--- src/rtl/cash_coin_pkg.sv ---
// -----------------------------------------------------------------------------
// cash_coin_pkg
// Declarations shared by the coin acceptor front end and its timer:
//   coin_state_t : FSM state encoding (3 bits)
//   COIN_NICKEL  : raw size code for a nickel
//   COIN_DIME    : raw size code for a dime
//   CNT_W        : width of the shared debounce/gap counter
// -----------------------------------------------------------------------------
package cash_coin_pkg;

  localparam int CNT_W = 4;

  localparam logic [1:0] COIN_NICKEL = 2'b01;
  localparam logic [1:0] COIN_DIME   = 2'b10;

  typedef enum logic [2:0] {
    IDLE         = 3'd0,
    DEBOUNCE     = 3'd1,
    EMIT         = 3'd2,
    WAIT_RELEASE = 3'd3,
    GAP          = 3'd4
  } coin_state_t;

endpackage

--- src/rtl/coin_timer.sv ---
// -----------------------------------------------------------------------------
// coin_timer
// Loadable CNT_W-bit up-counter with a terminal flag. The coin acceptor shares
// one instance between the debounce and the post-release gap phases.
// Ports:
//   clk      : clock, rising edge
//   reset    : synchronous, active-low reset (clears the count)
//   load     : load load_val this edge (has priority over inc)
//   load_val : value to load
//   inc      : increment this edge
//   limit    : terminal value; last is high when count+1 == limit
//   last     : terminal flag (combinational from the count)
// -----------------------------------------------------------------------------
module coin_timer
  import cash_coin_pkg::*;
(
  input  logic             clk,
  input  logic             reset,
  input  logic             load,
  input  logic [CNT_W-1:0] load_val,
  input  logic             inc,
  input  logic [CNT_W-1:0] limit,
  output logic             last
);

  logic [CNT_W-1:0] cnt_q;
  logic [CNT_W-1:0] cnt_d;

  always_comb begin
    cnt_d = cnt_q;
    if (load) begin
      cnt_d = load_val;
    end else if (inc) begin
      cnt_d = cnt_q + CNT_W'(1);
    end
  end

  always_ff @(posedge clk) begin
    if (!reset) begin
      cnt_q <= '0;
    end else begin
      cnt_q <= cnt_d;
    end
  end

  // Compare one bit wider so count+1 cannot wrap onto a small limit.
  assign last = ({1'b0, cnt_q} + (CNT_W+1)'(1)) == {1'b0, limit};

endmodule

--- src/rtl/coin_acceptor.sv ---
// -----------------------------------------------------------------------------
// coin_acceptor
// Front end for the vending FSM: debounces the raw coin sensor, classifies the
// coin and issues one single-cycle credit (or reject) pulse per coin. Credit is
// held back while the downstream machine is dispensing (io_lock).
// Parameters:
//   DEBOUNCE_CYCLES : consecutive stable samples to accept a coin (2..15)
//   GAP_CYCLES      : idle cycles after release before sensing again (1..15)
// Ports:
//   clk             : clock, rising edge
//   reset           : synchronous, active-low reset
//   io_coin_present : raw sensor, coin in chute
//   io_coin_size    : raw size code (01 nickel, 10 dime, else invalid)
//   io_lock         : downstream dispensing; stalls the pulse
//   io_nickel       : one-cycle nickel credit
//   io_dime         : one-cycle dime credit
//   io_reject       : one-cycle invalid-coin pulse
//   io_busy         : high whenever the FSM is not IDLE
// Optional (macro COIN_ACCEPTOR_COUNT_EN):
//   io_credit_count : saturating count of nickel+dime pulses
// -----------------------------------------------------------------------------
module coin_acceptor
  import cash_coin_pkg::*;
#(
  parameter int DEBOUNCE_CYCLES = 4,
  parameter int GAP_CYCLES      = 2
)(
  input  logic       clk,
  input  logic       reset,
  input  logic       io_coin_present,
  input  logic [1:0] io_coin_size,
  input  logic       io_lock,
  output logic       io_nickel,
  output logic       io_dime,
  output logic       io_reject,
  output logic       io_busy
`ifdef COIN_ACCEPTOR_COUNT_EN
  ,
  output logic [7:0] io_credit_count
`endif
);

  localparam logic [CNT_W-1:0] DEB_LIM = CNT_W'(DEBOUNCE_CYCLES);
  localparam logic [CNT_W-1:0] GAP_LIM = CNT_W'(GAP_CYCLES);

  coin_state_t      state_q, state_d;
  logic [1:0]       size_q, size_d;

  logic             tmr_load;
  logic [CNT_W-1:0] tmr_load_val;
  logic             tmr_inc;
  logic [CNT_W-1:0] tmr_limit;
  logic             tmr_last;

  // The timer is compared against the gap length only while in GAP; every
  // other state that uses it is debouncing.
  assign tmr_limit = (state_q == GAP) ? GAP_LIM : DEB_LIM;

  coin_timer u_timer (
    .clk      (clk),
    .reset    (reset),
    .load     (tmr_load),
    .load_val (tmr_load_val),
    .inc      (tmr_inc),
    .limit    (tmr_limit),
    .last     (tmr_last)
  );

  // State register
  always_ff @(posedge clk) begin
    if (!reset) begin
      state_q <= IDLE;
      size_q  <= 2'b00;
    end else begin
      state_q <= state_d;
      size_q  <= size_d;
    end
  end

  // Next-state logic
  always_comb begin
    state_d      = state_q;
    size_d       = size_q;
    tmr_load     = 1'b0;
    tmr_load_val = '0;
    tmr_inc      = 1'b0;
    unique case (state_q)
      IDLE: begin
        if (io_coin_present) begin
          size_d       = io_coin_size;
          tmr_load     = 1'b1;
          tmr_load_val = CNT_W'(1);
          state_d      = DEBOUNCE;
        end
      end
      DEBOUNCE: begin
        if (!io_coin_present) begin
          state_d = IDLE;                 // glitch, no output
        end else if (io_coin_size != size_q) begin
          // Size still settling: restart the stability window.
          size_d       = io_coin_size;
          tmr_load     = 1'b1;
          tmr_load_val = CNT_W'(1);
        end else if (tmr_last) begin
          state_d = EMIT;
        end else begin
          tmr_inc = 1'b1;
        end
      end
      EMIT: begin
        if (!io_lock) begin
          state_d = WAIT_RELEASE;         // pulse is visible this cycle
        end
      end
      WAIT_RELEASE: begin
        if (!io_coin_present) begin
          tmr_load     = 1'b1;
          tmr_load_val = '0;
          state_d      = GAP;
        end
      end
      GAP: begin
        if (tmr_last) begin
          state_d = IDLE;
        end else begin
          tmr_inc = 1'b1;
        end
      end
      default: begin
        state_d = IDLE;
      end
    endcase
  end

  // Output decode: registered state plus io_lock (io_lock is a registered
  // signal of the downstream FSM, so no loop through this path).
  always_comb begin
    io_nickel = 1'b0;
    io_dime   = 1'b0;
    io_reject = 1'b0;
    io_busy   = (state_q != IDLE);
    if (state_q == EMIT && !io_lock) begin
      io_nickel = (size_q == COIN_NICKEL);
      io_dime   = (size_q == COIN_DIME);
      io_reject = (size_q != COIN_NICKEL) && (size_q != COIN_DIME);
    end
  end

`ifdef COIN_ACCEPTOR_COUNT_EN
  logic [7:0] credit_count_q;
  logic [7:0] credit_count_d;

  always_comb begin
    credit_count_d = credit_count_q;
    if ((io_nickel || io_dime) && (credit_count_q != 8'hFF)) begin
      credit_count_d = credit_count_q + 8'd1;
    end
  end

  always_ff @(posedge clk) begin
    if (!reset) begin
      credit_count_q <= 8'd0;
    end else begin
      credit_count_q <= credit_count_d;
    end
  end

  assign io_credit_count = credit_count_q;
`endif

endmodule

--- config.mk ---
export PLATFORM = sky130hd
export DESIGN_NAME = coin_acceptor
export DESIGN_NICKNAME = d
export VERILOG_FILES = /design/src/rtl/cash_coin_pkg.sv /design/src/rtl/coin_timer.sv /design/src/rtl/coin_acceptor.sv
export SDC_FILE = /design/constraint.sdc
export NUM_CORES = 1
export LEC_CHECK = 0
export CORE_MARGIN = 1.5
export CORE_UTILIZATION = 47
export DETAILED_ROUTE_END_ITERATION = 12
export PLACE_DENSITY = 0.81
export SYNTH_ARGS = -nofsm -noshare
export SYNTH_HDL_FRONTEND = slang
export SYNTH_SLANG_ARGS = --single-unit
--- constraint.sdc ---
create_clock -name clk -period 1.7 [get_ports clk]
set_input_delay 0.34 -clock clk [delete_from_list [all_inputs] [get_ports clk]]
set_output_delay 0.34 -clock clk [all_outputs]
set_load 0.01 [all_outputs]
# --- After elaboration in Yosys (flattened, before gate mapping) ---
# Index checks and enable logic that the tools add are counted.
totals:
  in_bits: 6
  wordCells: 63
  register_bits: 9
  out_inout_bits: 4
classes:
  n_eq_ne: 18
  n_reduce_logical: 9
  addsub: 2
  n_mux: 31
op_table:
  columns: ["operator", "n"]
  rows:
  - ["2-to-1 mux 3 bit", 8]
  - ["one-hot mux 3 bit (5 select lines)", 1]
  - ["inequality test 2 bit, second input constant", 7]
  - ["2-to-1 mux 1 bit", 13]
  - ["2-to-1 mux 4 bit", 2]
  - ["equality test 3 x 2 -> 1 bit, second input constant", 2]
  - ["2-to-1 mux 2 bit", 3]
  - ["inequality test 3 bit, second input constant", 2]
  - ["AND reduction 6 bit", 1]
  - ["adder 4 x 1 -> 5 bit, second input constant", 1]
  - ["equality test 5 x 3 -> 1 bit", 1]
  - ["adder 4 x 1 -> 4 bit, second input constant", 1]
  - ["one-hot mux 1 bit (2 select lines)", 2]
  - ["one-hot mux 2 bit (2 select lines)", 1]
  - ["AND reduction 4 bit", 1]
  - ["nonzero test 2 bit", 2]
  - ["equality test 3 x 1 -> 1 bit, second input constant", 1]
  - ["equality test 3 bit, second input constant", 1]
  - ["logical NOT 3 bit", 1]
  - ["one-hot mux 1 bit (3 select lines)", 1]
  - ["nonzero test 3 bit", 1]
  - ["equality test 2 x 1 -> 1 bit, second input constant", 1]
  - ["equality test 2 bit, second input constant", 1]
  - ["logical AND 1 bit", 2]
  - ["3 further kinds", 3]

# --- Longest topological paths before layout ---
logic_depth:
  ltp_word: 9
  depth_mapped: 6
  ltp_nobuf: 6

# --- By module ---
# Synthesis repeated with hierarchy kept, for this count alone.
hier_totals:
  cells_unflattened: 87
  area_unflattened_um2: 705.7
modules_own_cells:
  columns: ["mod", "cells_each", "area_each_um2", "n_inst"]
  rows:
  - ["coin_acceptor", 54, 420.4, 1]
  - ["coin_timer", 33, 285.3, 1]

# --- Worst setup path after synthesis ---
# Ideal clock, no wire load.
synth_timing:
  path_type: "reg-to-reg"
  start: "register u_timer.cnt_q[0]"
  end: "register u_timer.cnt_q[3]"
  slack_ns: -0.079
  arrival_time_ns: 1.720
  stages_incl_launch_ff: 7
  path_buffers: 0
  cell_sequence: "dfxtp_1 -> ha_1 -> and4bb_1 -> a22oi_2 -> a31o_4 -> a211o_2 -> nand2_1"
synth_via:
  elab_chain_cells: 7
  word_cells_on_any_way: 10
synth_lines:
  columns: ["element", "line_no", "source"]
  rows:
  - ["start, declared", "coin_timer.sv:26", "logic [CNT_W-1:0] cnt_q;"]
  - ["start signal, assigned", "coin_timer.sv:42", "cnt_q <= cnt_d;"]
  - ["adder 4 x 1 -> 5 bit", "coin_timer.sv:47", "assign last = ({1'b0, cnt_q} + (CNT_W+1)'(1)) == {1'b0, limit};"]
  - ["equality test 5 x 3 -> 1 bit", "coin_timer.sv:47", null]
  - ["2-to-1 mux 1 bit", "coin_acceptor.sv:104, coin_acceptor.sv:123", null]
  - ["2-to-1 mux 1 bit", "coin_acceptor.sv:99", "end else if (io_coin_size != size_q) begin"]
  - ["2-to-1 mux 1 bit", "coin_acceptor.sv:97", "if (!io_coin_present) begin"]
  - ["one-hot mux 1 bit (2 select lines)", "coin_acceptor.sv:87", "unique case (state_q)"]
  - ["nonzero test 2 bit (no source line)", null, null]
# Parallel ways exist; a longest one is shown, timed or not. The select of a mux whose other input is x is not followed.
# A chain may end at the register's enable or synchronous reset.

# --- Worst setup path in the final report ---
# Ends and elaborated chain as after synthesis.

==> results.toml <==
[final_layout]
num_antenna_cells = 0
regArea_um2 = 186
multi_input_area_um2 = 566
drive_above_1_share = 0.348
area_growth_pct = 36.1
n_fill_cell = 124
utilization = 0.676
finalNetCount = 125

[yosys]
synth.distinct_cells = 40
async_reset_ff_frac = 0
ys_warn_count = 0
ys_seq_area_frac = 0.241
synth_edf_count = 0
synth_area_per_cell_um2 = 8.41
postSynthCellCount = 89
synthesis.area_um2 = 748
synth_seq_cells = 9
synth-main-ff-cell = "dfxtp_1"
syn_nets = 98

[place]
place_congestion = 0.825
port_buffers = 9
dpl.hpwl_mm = 1.20

[timing]
hold_viol = 0
period_share = 0.970
setup_violations = 0
period_minus_slack_ns = 1.65
maxSlewViolCount = 0
fin_skew_ns = 0.0100
max_freq_ghz = 0.606
tightest_slew_ns = 0.282
relSlewSlack = 0.810

[worst_hold_path]
hold_path.class = "primary input to flop"

[detailed_routing]
via_count = 722
drt_first_iter_violations = 11
ant_nets = 0
routedWlPerCell_um = 12.9
drt_pass1_iterations = 4
drt-total-wl_mm = 1.69
drc = 0
vias_per_cell = 5.51

[power]
p_per_area_mw_per_mm2 = 483
leakage_nw = 0.409
vdd_drop_max_mv = 0.308
total_power_mw = 0.492

[floorplanning]
fp.dieH_um = 42.9
fp.dieArea_mm2 = 0.00184
die_w_um = 42.9
placementRows = 14
coreArea_mm2 = 0.00151
initial_utilization = 0.497
boundaryPins = 10

[worst_setup_path]
crit_arrival_ns = 1.86
path_class = "flop to flop"
cp_max_fo = 7
end_kind = "flop"
start_kind = "flop"
worstPathRequired_ns = 1.91

[grt]
grtUsageMet2 = 0.315
antenna_found_initial = 0
grt_max_degree = 10
groute.layer.met1.usage = 0.247
met3_usage = 0.0638
grt_overflow = 0
grt_pass1_wl_mm = 2.73
grt_pass1_vias = 649
grt_usage = 0.204
grt_busiest_layer = "met2"

[job]
cap_viol_max_count = 0

[clock_tree]
clkTransAtPathRegs_ns = 0.06
cts_made_buffers = 3
h-tree-depth = 1
clock_sinks = 9
clk_path_buf_depth = 2
cts_root_buf = "clkbuf_4"
tritoncts = "yes"
cts_hold_buf = 0
clk_latency_ns = 0.27

[outcome]
status = "finished, final reports clean"
synth_stat cells, types with 2 or more instances:
master	instances	area [µm²]
nand2b_1	2	12.5
nor2_1	6	22.5
inv_1	4	15.0
buf_6	2	22.5
nand2_1	8	30.0
or3_1	2	12.5
xnor2_1	4	35.0
nor2b_1	3	18.8
a21oi_1	5	25.0
and3_1	2	12.5
dfxtp_1	9	180
o21ai_0	3	15.0
a31oi_1	3	18.8
nand3_1	3	15.0
and2_1	3	18.8
nor3_1	4	20.0
ha_1	3	37.5
layout by cell type, fill, tap and decap left out, types with 2 or more instances in the layout:
| cell | synthesis | final |
|---|---|---|
| nand3_1 | 3 | 3 |
| clkbuf_4 | 0 | 3 |
| inv_1 | 4 | 4 |
| o21ai_0 | 3 | 3 |
| clkdlybuf4s50_1 | 0 | 4 |
| nor3_1 | 4 | 3 |
| a21oi_1 | 5 | 5 |
| and3_1 | 2 | 2 |
| and2_1 | 3 | 2 |
| clkdlybuf4s15_1 | 0 | 2 |
| dfxtp_2 | 0 | 5 |
| a31oi_1 | 3 | 3 |
| nor2b_1 | 3 | 3 |
| ha_1 | 3 | 2 |
| dfxtp_1 | 9 | 4 |
| buf_4 | 0 | 16 |
| nor2_1 | 6 | 6 |
| nor3b_4 | 1 | 2 |
| xnor2_1 | 4 | 4 |
| nand2_1 | 8 | 8 |
| or3_1 | 2 | 2 |
what timing repair did:
item / 4_1_cts / 5_1_grt
resized for setup: 15 / 6
endpoints found under the setup margin: 4 / 7
endpoints found under the hold margin: 0 / 0
setup buffers: 2 / 3
pin swaps: 1 / 5
final timing paths:
kind,cells after the start,endpoint,slack [ns],start
min reg2reg,2,u_timer.cnt_q[0],0.62,u_timer.cnt_q[0]
max,6,u_timer.cnt_q[3],0.05,u_timer.cnt_q[0]
max reg2reg,6,u_timer.cnt_q[3],0.05,u_timer.cnt_q[0]
min,4,state_q[0],0.59,io_lock
cell type report:
class	instances	area share
clock buffer	4	0.0258
inverter	4	0.0147
multi-input combinational	73	0.555
sequential	9	0.183
tap	16	0.0197
timing repair buffer	25	0.201
stage by stage:
stage               worst slack [ns]  instance area, µm²  std cells  hold WS [ns]  TNS [ns]
global placement              -0.311                 928        122         0.605     -1.47
detailed placement            -0.370                 928        122         0.611     -1.62
finish                        0.0509                1020        131         0.586         0
CTS                          -0.0108                 983        128         0.578   -0.0108
global route                 -0.0152                1020        131         0.636   -0.0239
floorplan                     0.0745                 763         89         0.458         0
worst max-delay path, cell delays in order, from the launching register on:
cell      delay [ns]
dfxtp_2         0.33
ha_4            0.27
and4bb_1        0.26
a22oi_2         0.10
a31o_4          0.28
a211o_2         0.29
nand2_1         0.05
cells by family (layout without fill, tap and decap cells):
kind of cell / count (synthesis) / after routing / share of synthesized area
adders and majority gates: 3 / 3 / 0.0502
and+or+nand+nor: 44 / 44 / 0.383
xor gates and xnor gates: 4 / 4 / 0.0468
muxes: 1 / 1 / 0.0134
DFF: 9 / 9 / 0.241
buffers and inverters: 7 / 33 / 0.0568
AOI/OAI and AO/OA: 21 / 21 / 0.209
metal layers:
layer	up-vias	part of all wire
met5	-	0
met4	0	0.022
met3	4	0.031
met2	9	0.46
met1	331	0.48
li1	378	-
sequential cells by signal (all words and copies together), names as in the netlist:
signal / cells
u_timer.cnt_q: 4
size_q: 2
state_q: 3
report_power, final:
part | total, mW | internal, mW | leakage, nW | switching [mW]
sequential | 0.224 | 0.218 | 0.0755 | 0.00646
combinational | 0.0983 | 0.0520 | 0.319 | 0.0463
clock | 0.169 | 0.0906 | 0.0150 | 0.0786
total | 0.492 | 0.360 | 0.409 | 0.131
Note: power is estimated with default switching activity, not from simulation.
